[config.mk]
export PLATFORM = sky130hd
export DESIGN_NAME = vram_arbiter_flat
export DESIGN_NICKNAME = d
export VERILOG_FILES = /design/src/rtl/vram_arbiter_if.sv /design/src/rtl/vram_arbiter.sv /design/src/flat_wrapper.sv
export SDC_FILE = /design/constraint.sdc
export NUM_CORES = 1
export LEC_CHECK = 0
export ABC_AREA = 1
export BUFFER_PORTS_ARGS = -buffer_cell sky130_fd_sc_hd__clkbuf_2
export CAP_MARGIN = 10
export CELL_PAD_IN_SITES_DETAIL_PLACEMENT = 0
export CELL_PAD_IN_SITES_GLOBAL_PLACEMENT = 1
export CORE_UTILIZATION = 47
export DETAILED_ROUTE_END_ITERATION = 10
export HOLD_SLACK_MARGIN = 0.12
export PLACE_DENSITY = 0.75
export RECOVER_POWER = 25
export SLEW_MARGIN = 10
export SYNTH_ARGS = -nofsm -noshare
export SYNTH_HDL_FRONTEND = slang
export SYNTH_SLANG_ARGS = --single-unit
[constraint.sdc]
create_clock -name pixel_clock -period 3.4 [get_ports pixel_clock]
set_clock_uncertainty 0.2 [all_clocks]
set_input_delay 0.68 -clock pixel_clock [delete_from_list [all_inputs] [get_ports pixel_clock]]
set_output_delay 0.68 -clock pixel_clock [all_outputs]
set_load 0.01 [all_outputs]
[src/rtl/vram_arbiter_if.sv]
// Signal bundle between the video RAM arbiter and the SoC side (HPS download, scanout, RAM).
// The slave modport is the arbiter; the master modport is everything around it.
interface vram_arbiter_if;
    logic        ioctl_wr;
    logic [13:0] ioctl_addr;
    logic [7:0]  ioctl_data;
    logic        vid_rd_req;
    logic [13:0] vid_rd_addr;
    logic [7:0]  vid_rd_data;
    logic        vid_rd_valid;
    logic        vid_rd_stall;
    logic [13:0] ram_addr;
    logic        ram_we;
    logic [7:0]  ram_wdata;
    logic [7:0]  ram_rdata;
    logic        progress;
    logic        overflow;
    logic [14:0] wr_count;

    modport slave (
        input  ioctl_wr, ioctl_addr, ioctl_data, vid_rd_req, vid_rd_addr, ram_rdata,
        output vid_rd_data, vid_rd_valid, vid_rd_stall, ram_addr, ram_we, ram_wdata,
        output progress, overflow, wr_count
    );

    modport master (
        output ioctl_wr, ioctl_addr, ioctl_data, vid_rd_req, vid_rd_addr, ram_rdata,
        input  vid_rd_data, vid_rd_valid, vid_rd_stall, ram_addr, ram_we, ram_wdata,
        input  progress, overflow, wr_count
    );
endinterface

[src/rtl/vram_arbiter.sv]
// Purpose: share one single-port VRAM between scanout reads (priority) and buffered download writes.
// Latency: read data valid 2 cycles after the request; writes commit in the first free slot.
// Backpressure: none toward scanout; download writes dropped when the FIFO is full (sticky overflow).
// Optional VRAM_ARB_FAIRNESS_EN: a write that waited STARVE_LIMIT cycles displaces one read.
module vram_arbiter #(
    parameter int FIFO_DEPTH   = 8,
    parameter int IDLE_TIMEOUT = 1024
`ifdef VRAM_ARB_FAIRNESS_EN
    ,
    parameter int STARVE_LIMIT = 64
`endif
) (
    input  logic          pixel_clock,
    input  logic          reset_n,
    vram_arbiter_if.slave bus
);

    localparam int AW = $clog2(FIFO_DEPTH);
    localparam int CW = AW + 1;
    localparam int IW = $clog2(IDLE_TIMEOUT + 1);
    localparam logic [14:0] WR_SAT = 15'd16384;

    typedef struct packed {
        logic [13:0] addr;
        logic [7:0]  data;
    } wr_ent_t;

    wr_ent_t       fifo_q [FIFO_DEPTH];
    wr_ent_t       head;
    logic [AW-1:0] rd_ptr_q, rd_ptr_d, wr_ptr_q, wr_ptr_d;
    logic [CW-1:0] cnt_q, cnt_d;
    logic          fifo_empty, fifo_full, fair_win, rd_grant, pop, push;

    logic [13:0]   ram_addr_q, ram_addr_d;
    logic          ram_we_q, ram_we_d;
    logic [7:0]    ram_wdata_q, ram_wdata_d;
    logic          rd_p1_q, rd_vld_q;
    logic          progress_q, progress_d;
    logic          overflow_q, overflow_d;
    logic [IW-1:0] idle_q, idle_d;
    logic [14:0]   wr_count_q, wr_count_d;

    assign head       = fifo_q[rd_ptr_q];
    assign fifo_empty = (cnt_q == '0);
    assign fifo_full  = (cnt_q == CW'(FIFO_DEPTH));
    assign rd_grant   = bus.vid_rd_req && !fair_win;
    assign pop        = !rd_grant && !fifo_empty;
    // A full FIFO still accepts when the head leaves in the same cycle; no bypass when empty.
    assign push       = bus.ioctl_wr && (!fifo_full || pop);

`ifdef VRAM_ARB_FAIRNESS_EN
    localparam int GW = $clog2(STARVE_LIMIT + 1);
    logic [GW-1:0] age_q, age_d;
    logic          st_p1_q, stall_q;

    assign fair_win = !fifo_empty && (age_q == GW'(STARVE_LIMIT));

    always_comb begin
        age_d = age_q;
        if (pop || fifo_empty)
            age_d = '0;
        else if (age_q != GW'(STARVE_LIMIT))
            age_d = age_q + GW'(1);
    end

    // Stall travels the same two stages as a read so it lands where the lost data would have.
    always_ff @(posedge pixel_clock or negedge reset_n) begin
        if (!reset_n) begin
            age_q   <= '0;
            st_p1_q <= 1'b0;
            stall_q <= 1'b0;
        end else begin
            age_q   <= age_d;
            st_p1_q <= bus.vid_rd_req && fair_win;
            stall_q <= st_p1_q;
        end
    end

    assign bus.vid_rd_stall = stall_q;
`else
    assign fair_win         = 1'b0;
    assign bus.vid_rd_stall = 1'b0;
`endif

    always_comb begin
        rd_ptr_d    = pop  ? rd_ptr_q + AW'(1) : rd_ptr_q;
        wr_ptr_d    = push ? wr_ptr_q + AW'(1) : wr_ptr_q;
        cnt_d       = cnt_q + CW'(push) - CW'(pop);
        ram_addr_d  = ram_addr_q;
        ram_we_d    = 1'b0;
        ram_wdata_d = ram_wdata_q;
        if (rd_grant) begin
            ram_addr_d = bus.vid_rd_addr;
        end else if (pop) begin
            ram_addr_d  = head.addr;
            ram_wdata_d = head.data;
            ram_we_d    = 1'b1;
        end
        overflow_d = overflow_q | (bus.ioctl_wr & ~push);
    end

    always_comb begin
        idle_d     = idle_q;
        progress_d = progress_q;
        if (bus.ioctl_wr) begin
            idle_d     = '0;
            progress_d = 1'b1;
        end else if (fifo_empty) begin
            if (idle_q != IW'(IDLE_TIMEOUT))
                idle_d = idle_q + IW'(1);
            if (idle_d == IW'(IDLE_TIMEOUT))
                progress_d = 1'b0;
        end
        wr_count_d = wr_count_q;
        if (pop && wr_count_q != WR_SAT)
            wr_count_d = wr_count_q + 15'd1;
        if (!progress_q && progress_d)
            wr_count_d = '0;
    end

    always_ff @(posedge pixel_clock) begin
        if (push)
            fifo_q[wr_ptr_q] <= {bus.ioctl_addr, bus.ioctl_data};
    end

    always_ff @(posedge pixel_clock or negedge reset_n) begin
        if (!reset_n) begin
            rd_ptr_q    <= '0;
            wr_ptr_q    <= '0;
            cnt_q       <= '0;
            ram_addr_q  <= '0;
            ram_we_q    <= 1'b0;
            ram_wdata_q <= '0;
            rd_p1_q     <= 1'b0;
            rd_vld_q    <= 1'b0;
            progress_q  <= 1'b0;
            overflow_q  <= 1'b0;
            idle_q      <= '0;
            wr_count_q  <= '0;
        end else begin
            rd_ptr_q    <= rd_ptr_d;
            wr_ptr_q    <= wr_ptr_d;
            cnt_q       <= cnt_d;
            ram_addr_q  <= ram_addr_d;
            ram_we_q    <= ram_we_d;
            ram_wdata_q <= ram_wdata_d;
            rd_p1_q     <= rd_grant;
            rd_vld_q    <= rd_p1_q;
            progress_q  <= progress_d;
            overflow_q  <= overflow_d;
            idle_q      <= idle_d;
            wr_count_q  <= wr_count_d;
        end
    end

    assign bus.ram_addr     = ram_addr_q;
    assign bus.ram_we       = ram_we_q;
    assign bus.ram_wdata    = ram_wdata_q;
    assign bus.vid_rd_valid = rd_vld_q;
    assign bus.vid_rd_data  = rd_vld_q ? bus.ram_rdata : 8'h00;
    assign bus.progress     = progress_q;
    assign bus.overflow     = overflow_q;
    assign bus.wr_count     = wr_count_q;

endmodule

[src/flat_wrapper.sv]
// flat-port wrapper written by rule: the top's interface ports become plain ports
module vram_arbiter_flat 
#(
    parameter int FIFO_DEPTH   = 8,
    parameter int IDLE_TIMEOUT = 1024

)
  (pixel_clock, reset_n, bus_ioctl_wr, bus_ioctl_addr, bus_ioctl_data, bus_vid_rd_req, bus_vid_rd_addr, bus_ram_rdata, bus_vid_rd_data, bus_vid_rd_valid, bus_vid_rd_stall, bus_ram_addr, bus_ram_we, bus_ram_wdata, bus_progress, bus_overflow, bus_wr_count);
  vram_arbiter_if bus_i ();
  input  logic pixel_clock;
  input  logic reset_n;
  input wire logic [$bits(bus_i.ioctl_wr)-1:0] bus_ioctl_wr;
  input wire logic [$bits(bus_i.ioctl_addr)-1:0] bus_ioctl_addr;
  input wire logic [$bits(bus_i.ioctl_data)-1:0] bus_ioctl_data;
  input wire logic [$bits(bus_i.vid_rd_req)-1:0] bus_vid_rd_req;
  input wire logic [$bits(bus_i.vid_rd_addr)-1:0] bus_vid_rd_addr;
  input wire logic [$bits(bus_i.ram_rdata)-1:0] bus_ram_rdata;
  output wire logic [$bits(bus_i.vid_rd_data)-1:0] bus_vid_rd_data;
  output wire logic [$bits(bus_i.vid_rd_valid)-1:0] bus_vid_rd_valid;
  output wire logic [$bits(bus_i.vid_rd_stall)-1:0] bus_vid_rd_stall;
  output wire logic [$bits(bus_i.ram_addr)-1:0] bus_ram_addr;
  output wire logic [$bits(bus_i.ram_we)-1:0] bus_ram_we;
  output wire logic [$bits(bus_i.ram_wdata)-1:0] bus_ram_wdata;
  output wire logic [$bits(bus_i.progress)-1:0] bus_progress;
  output wire logic [$bits(bus_i.overflow)-1:0] bus_overflow;
  output wire logic [$bits(bus_i.wr_count)-1:0] bus_wr_count;
  assign bus_i.ioctl_wr = bus_ioctl_wr;
  assign bus_i.ioctl_addr = bus_ioctl_addr;
  assign bus_i.ioctl_data = bus_ioctl_data;
  assign bus_i.vid_rd_req = bus_vid_rd_req;
  assign bus_i.vid_rd_addr = bus_vid_rd_addr;
  assign bus_i.ram_rdata = bus_ram_rdata;
  assign bus_vid_rd_data = bus_i.vid_rd_data;
  assign bus_vid_rd_valid = bus_i.vid_rd_valid;
  assign bus_vid_rd_stall = bus_i.vid_rd_stall;
  assign bus_ram_addr = bus_i.ram_addr;
  assign bus_ram_we = bus_i.ram_we;
  assign bus_ram_wdata = bus_i.ram_wdata;
  assign bus_progress = bus_i.progress;
  assign bus_overflow = bus_i.overflow;
  assign bus_wr_count = bus_i.wr_count;
  vram_arbiter #(.FIFO_DEPTH(FIFO_DEPTH), .IDLE_TIMEOUT(IDLE_TIMEOUT)) u_core (.pixel_clock(pixel_clock), .reset_n(reset_n), .bus(bus_i));
endmodule
==> results of run 1 <==
path summary, 6_finish.rpt:
path,startpoint,to
worst max-delay path,u_core.cnt_q[3],u_core.fifo_q[5][3]
worst min-delay path,u_core.rd_p1_q,u_core.bus.vid_rd_valid
worst max register to register,u_core.cnt_q[3],u_core.fifo_q[5][3]
worst min register to register,u_core.rd_p1_q,u_core.bus.vid_rd_valid
max in group asynchronous,reset_n,u_core.rd_ptr_q[0]
min in group asynchronous,reset_n,u_core.idle_q[9]
flip-flops by register name, indices dropped and copies added (netlist names):
| register | flops |
|---|---|
| u_core.bus.ram_addr | 14 |
| u_core.bus.ram_wdata | 8 |
| u_core.cnt_q | 4 |
| u_core.rd_p1_q | 1 |
| u_core.bus.ram_we | 1 |
| u_core.bus.wr_count | 15 |
| u_core.fifo_q | 176 |
| u_core.wr_ptr_q | 3 |
| u_core.rd_ptr_q | 3 |
| u_core.bus.overflow | 1 |
| u_core.bus.vid_rd_valid | 1 |
| u_core.idle_q | 11 |
| u_core.bus.progress | 1 |
power groups by stage:
stage	Clock [mW]	Sequential, mW	Combinational (mW)
final	2.91	3.93	2.71
after global routing	3.08	3.98	3.07
after CTS	2.97	3.93	2.76
after detailed placement	0	3.98	2.75
after global placement	0	3.97	2.72
after floorplan	0	4.04	1.76
worst max-delay path, delay by kind of cell (launching register included):
family / cells / cell delay, ps
adders and majority gates: 1 / 200
and+or+nand+nor: 6 / 1210
buffers and inverters: 3 / 440
DFF: 1 / 360
layer usage:
layer	track usage, %	vias to the layer above	share of wire [%]
met4	5.52	0	1.9
met5	0	-	0
met3	2.98	37	4.5
li1	-	3315	-
met2	34.6	171	47
met1	28.9	3329	46
placed cells by master (no fill, tap or decap), types with 3 or more instances in the layout:
cell type	synthesis	final
a21oi_1	3	3
buf_4	4	19
bufinv_16	0	3
clkbuf_1	26	23
clkbuf_16	0	26
clkbuf_2	1	78
clkbuf_8	0	4
dfrtp_1	63	62
edfxtp_1	176	176
ha_1	12	12
inv_1	50	50
inv_2	4	4
nand2_1	120	120
nand2_2	6	6
nand3_1	55	55
nand3_2	3	3
nand4_1	7	7
nor2_1	122	114
nor2_2	2	10
nor3_1	5	5
nor3_2	3	3
o211ai_1	12	12
o21ai_0	95	95
o21ai_1	10	10
o21bai_1	3	3
o221ai_1	28	28
o22ai_1	19	19
o31ai_1	4	4
or2_2	4	4
xor2_1	17	17
final cells by class:
type | count | area, µm² | area share [%]
timing repair buffer | 117 | 631 | 5.34
sequential | 239 | 6860 | 58.1
clock buffer | 35 | 724 | 6.13
multi-input combinational | 540 | 2860 | 24.2
inverter | 56 | 215 | 1.82
tap | 275 | 344 | 2.91
clock inverter | 13 | 184 | 1.56
kinds of logic (layout without fill, tap and decap cells):
kind of cell / Yosys count / count (layout)
other cells: 1 / 1
flops: 239 / 239
compound gates: 175 / 175
simple gates: 332 / 332
buf+inv: 98 / 221
fa+ha+maj: 13 / 13
xor+xnor: 19 / 19
through the flow:
stage | power (mW) | cell area, µm²
after detailed placement | 6.73 | 10900
final | 9.55 | 11800
after global routing | 10.1 | 11800
after global placement | 6.69 | 10900
after floorplan | 5.80 | 10100
after CTS | 9.66 | 11800
timing repair:
item,in CTS,in global routing
hold buffers,1,0
resized for setup,0,0
endpoints found under the hold margin,63,0
==> impl_metrics.json, run 1 <==
{
  "status": "completed",
  "die_h_um": 149,
  "ant_nets": 0,
  "yosys.area_share.adder_pct": 1.68,
  "die_w_um": 149,
  "vias_per_cell": 5.37,
  "synth_xor_area_share_pct": 1.64,
  "synth_top_family_by_area": "simple AND/OR/NAND/NOR gates",
  "fin_crit_sh_pct": 79.9,
  "crit_arrival_ps": 2770,
  "worstSkewPairLatency_ps": 540,
  "switching_share_pct": 34.0,
  "syn_nets": 938,
  "internal_power_mw": 6.31,
  "synth_ff_type": "edfxtp_1",
  "powerDensity_mw_per_mm2": 808,
  "cts_root_buf": "clkbuf_16",
  "ys_types": 39,
  "required_ps": 3450,
  "grt_max_degree": 90,
  "final_nets": 1041,
  "r2r_cells": 10,
  "setup_viol": 0,
  "core_area_mm2": 0.0211,
  "p_leak_nw": 4.56,
  "cts_max_level": 1,
  "fmax_ghz": 0.368,
  "rsz0062_at_grt": "false",
  "combinationalPowerShare_pct": 28.3,
  "peakVddDrop_uv": 475,
  "postSynthAreaPerCell_um2": 11.5,
  "power.switching_mw": 3.24,
  "drt-pass1-iter-count": 4,
  "hold_violations": 0,
  "yosysMostFrequentCell": "edfxtp_1",
  "grt_antenna_before_repair": 0,
  "tightestPinTransition_ps": 897,
  "crit_chain": "inv_1 -> ha_1 -> nand2_4 -> nand2_2 -> nand3_2 -> nand2_2 -> inv_2 -> nand2_1 -> nor2_2 -> buf_4",
  "grt.overflow.total": 0,
  "ys_seq_elements": 239,
  "finalCoreUtilization_pct": 56.0,
  "clockBufferDepth": 3,
  "synth_compound_area_share_pct": 10.4,
  "clock_sinks": 239,
  "cp-start-kind": "register",
  "setup_slack_ps": 682,
  "synth_enable_flop_cells": 176,
  "drive_gt1_share_pct": 17.7,
  "cp_slowest_cell": "nor2_2",
  "num_vias": 6852,
  "fin_crit_ps": 2720,
  "rrSetupSlack_ps": 680,
  "synth_area_leaders": "edfxtp_1, dfrtp_1, o21ai_0, nor2_1, nand2_1",
  "synth_area_mm2": 0.0101,
  "groute.usage.overall_pct": 20.9,
  "gp_congestion": 0.832,
  "start_util_pct": 48.0,
  "nFillCells": 1810,
  "ios": 98,
  "synth_top_area_share_pct": 52.2,
  "critPathMaxFanout": 11,
  "setup_tns_ps": 0,
  "clockPowerShare_pct": 30.5,
  "cts_made_buffers": 26,
  "drc": 0,
  "pwr-share-seq_pct": 41.1,
  "hold-worst-slack_ps": 148,
  "crit_path_frequent_cell": "nand2_2",
  "wire_per_inst_um": 17.6,
  "drtIter0Drc": 307,
  "cap_viol_max_count": 0,
  "synth_top_cell_by_area": "edfxtp_1",
  "synthSimpleGateAreaFrac_pct": 14.2,
  "clkTransAtPathRegs_ps": 60,
  "final_cell_count_no_fill": 1275,
  "pre_cts_ws_ps": 493,
  "rows": 53,
  "worst_setup_path_end_kind": "register",
  "post-dp-hpwl_um": 13400,
  "seq_area_frac_synth_pct": 67.8,
  "synth-async-reset-ratio_pct": 26.4,
  "postCtsSetupRepairBufs": 0,
  "syn_inst": 877,
  "dp.cells": 1226,
  "holdCritPathClass": "register to register",
  "whs_path_depth": 0,
  "ys_warn_count": 0,
  "layout-area-overhead-vs-synth_pct": 16.8,
  "antenna_cells": 0,
  "drt-total-wl_um": 22400,
  "maxSlewHeadroom_pct": 40.2,
  "ys_top_cells_by_count": "edfxtp_1, nor2_1, nand2_1, o21ai_0, dfrtp_1",
  "slew_violations": 0,
  "port_buffers": 96,
  "tritoncts": "yes",
  "grt_pass1_wl_um": 35500,
  "grt_pass1_vias": 6566,
  "synthMuxAreaShare_pct": 0,
  "die_area_mm2": 0.0221,
  "cp_slowest_stage_delay_ps": 480,
  "crit_type": "register to register"
}
No activity file was read; power rests on OpenSTA's default activity.
==> run 2: changes to the inputs <==
- clock period: 3.4 -> 2.69 ns (I/O delays scaled with it)
==> impl_metrics.json, run 2 (synthesis results as in run 1) <==
{
  "drt-total-wl_um": 23100,
  "gp_congestion": 0.806,
  "ant_nets": 0,
  "vias_per_cell": 5.37,
  "port_buffers": 96,
  "cts_made_buffers": 25,
  "drt-pass1-iter-count": 5,
  "die_area_mm2": 0.0221,
  "setup_tns_ps": 0,
  "clockBufferDepth": 3,
  "required_ps": 2690,
  "slew_violations": 0,
  "status": "completed",
  "fmax_ghz": 0.428,
  "core_area_mm2": 0.0211,
  "drive_gt1_share_pct": 17.5,
  "clockPowerShare_pct": 29.6,
  "drtIter0Drc": 404,
  "die_h_um": 149,
  "cts_root_buf": "clkbuf_16",
  "cp-start-kind": "register",
  "groute.usage.overall_pct": 21.5,
  "setup_viol": 0,
  "powerDensity_mw_per_mm2": 1000,
  "rows": 53,
  "pwr-share-seq_pct": 40.9,
  "postCtsSetupRepairBufs": 0,
  "start_util_pct": 48.0,
  "drc": 0,
  "cts_max_level": 1,
  "hold_violations": 0,
  "maxSlewHeadroom_pct": 43.7,
  "cap_viol_max_count": 0,
  "worst_setup_path_end_kind": "register",
  "final_nets": 1073,
  "p_leak_nw": 4.70,
  "hold-worst-slack_ps": 145,
  "final_cell_mix": "edfxtp_1, nand2_1, nor2_1",
  "finalCoreUtilization_pct": 57.4,
  "grt_antenna_before_repair": 0,
  "grt_pass1_vias": 6767,
  "rsz0062_at_grt": "false",
  "clock_sinks": 239,
  "clkTransAtPathRegs_ps": 60,
  "tightestPinTransition_ps": 845,
  "largest_register": "u_core.fifo_q",
  "nFillCells": 1807,
  "crit_arrival_ps": 2340,
  "grt_pass1_wl_um": 36600,
  "fin_crit_ps": 2330,
  "post_cts_resize_count": 0,
  "holdBufCountCts": 24,
  "critPathMaxFanout": 18,
  "largest_reg_flops": 176,
  "grt.overflow.total": 0,
  "pre_cts_ws_ps": 306,
  "fin_crit_sh_pct": 86.8,
  "setup_slack_ps": 355,
  "antenna_cells": 0,
  "switching_share_pct": 33.7,
  "tritoncts": "yes",
  "final_common_cell": "edfxtp_1",
  "die_w_um": 149,
  "wire_per_inst_um": 17.7,
  "post-dp-hpwl_um": 14200,
  "holdCritPathClass": "input pin to register",
  "grt_max_degree": 90,
  "internal_power_mw": 8.06,
  "layout-area-overhead-vs-synth_pct": 19.6,
  "power.switching_mw": 4.09,
  "combinationalPowerShare_pct": 29.4,
  "crit_type": "register to register",
  "peakVddDrop_uv": 626,
  "ios": 98,
  "worstSkewPairLatency_ps": 530,
  "ff_latch_area_mm2": 0.00686,
  "num_vias": 7017,
  "multiInputGateArea_mm2": 0.00286
}
run 2: final timing paths:
| path | startpoint | end | slack [ps] | cells after the start |
|---|---|---|---|---|
| worst min-delay path | bus_vid_rd_addr[11] | u_core.bus.ram_addr[11] | 140 | 4 |
| worst min register to register | u_core.rd_p1_q | u_core.bus.vid_rd_valid | 140 | 0 |
| worst max-delay path | u_core.cnt_q[2] | u_core.fifo_q[0][8] | 360 | 9 |
| worst max register to register | u_core.cnt_q[2] | u_core.fifo_q[0][8] | 360 | 9 |
| max in group asynchronous | reset_n | u_core.bus.ram_addr[7] | 1380 | 3 |
| min in group asynchronous | reset_n | u_core.bus.ram_wdata[6] | 340 | 2 |
run 2: area by class of cell:
cell class                 instances  share of cell area [%]
multi-input combinational        540                    23.6
clock inverter                    11                    1.41
sequential                       239                    56.7
timing repair buffer             150                    7.96
clock buffer                      35                    5.73
inverter                          56                    1.78
tap                              275                    2.84
run 2: metrics by stage:
step / power (mW) / instances / area (µm²)
3_3_place_gp: 8.57 / 1235 / 11000
5_1_grt: 12.9 / 1306 / 12100
2_1_floorplan: 7.34 / 877 / 10100
3_5_place_dp: 8.63 / 1235 / 11000
4_1_cts: 12.3 / 1305 / 12100
6_report: 12.1 / 1306 / 12100
run 2: critical path, stage by stage (launching register included):
cell and delay, ps:
dfrtp_1 330, inv_1 70, ha_1 230, nand2_4 120, nand2_2 90, nand3_2 90, nand2_2 80, or2_1 330
nor2_2 150, buf_4 310
run 2: power groups by stage:
stage / Combinational, mW / Sequential [mW] / Clock, mW
after floorplan: 2.23 / 5.10 / 0
after global placement: 3.53 / 5.03 / 0
after detailed placement: 3.58 / 5.04 / 0
after CTS: 3.63 / 4.97 / 3.66
after global routing: 4.03 / 5.04 / 3.82
final: 3.57 / 4.97 / 3.60
run 2: routing by layer:
layer	global-route usage, %	wire (µm)	vias to the layer above
li1	-	-	3391
met1	30.6	10800	3422
met2	35.4	10800	176
met3	3.13	1180	28
met4	4.18	364	0
met5	0	0	-
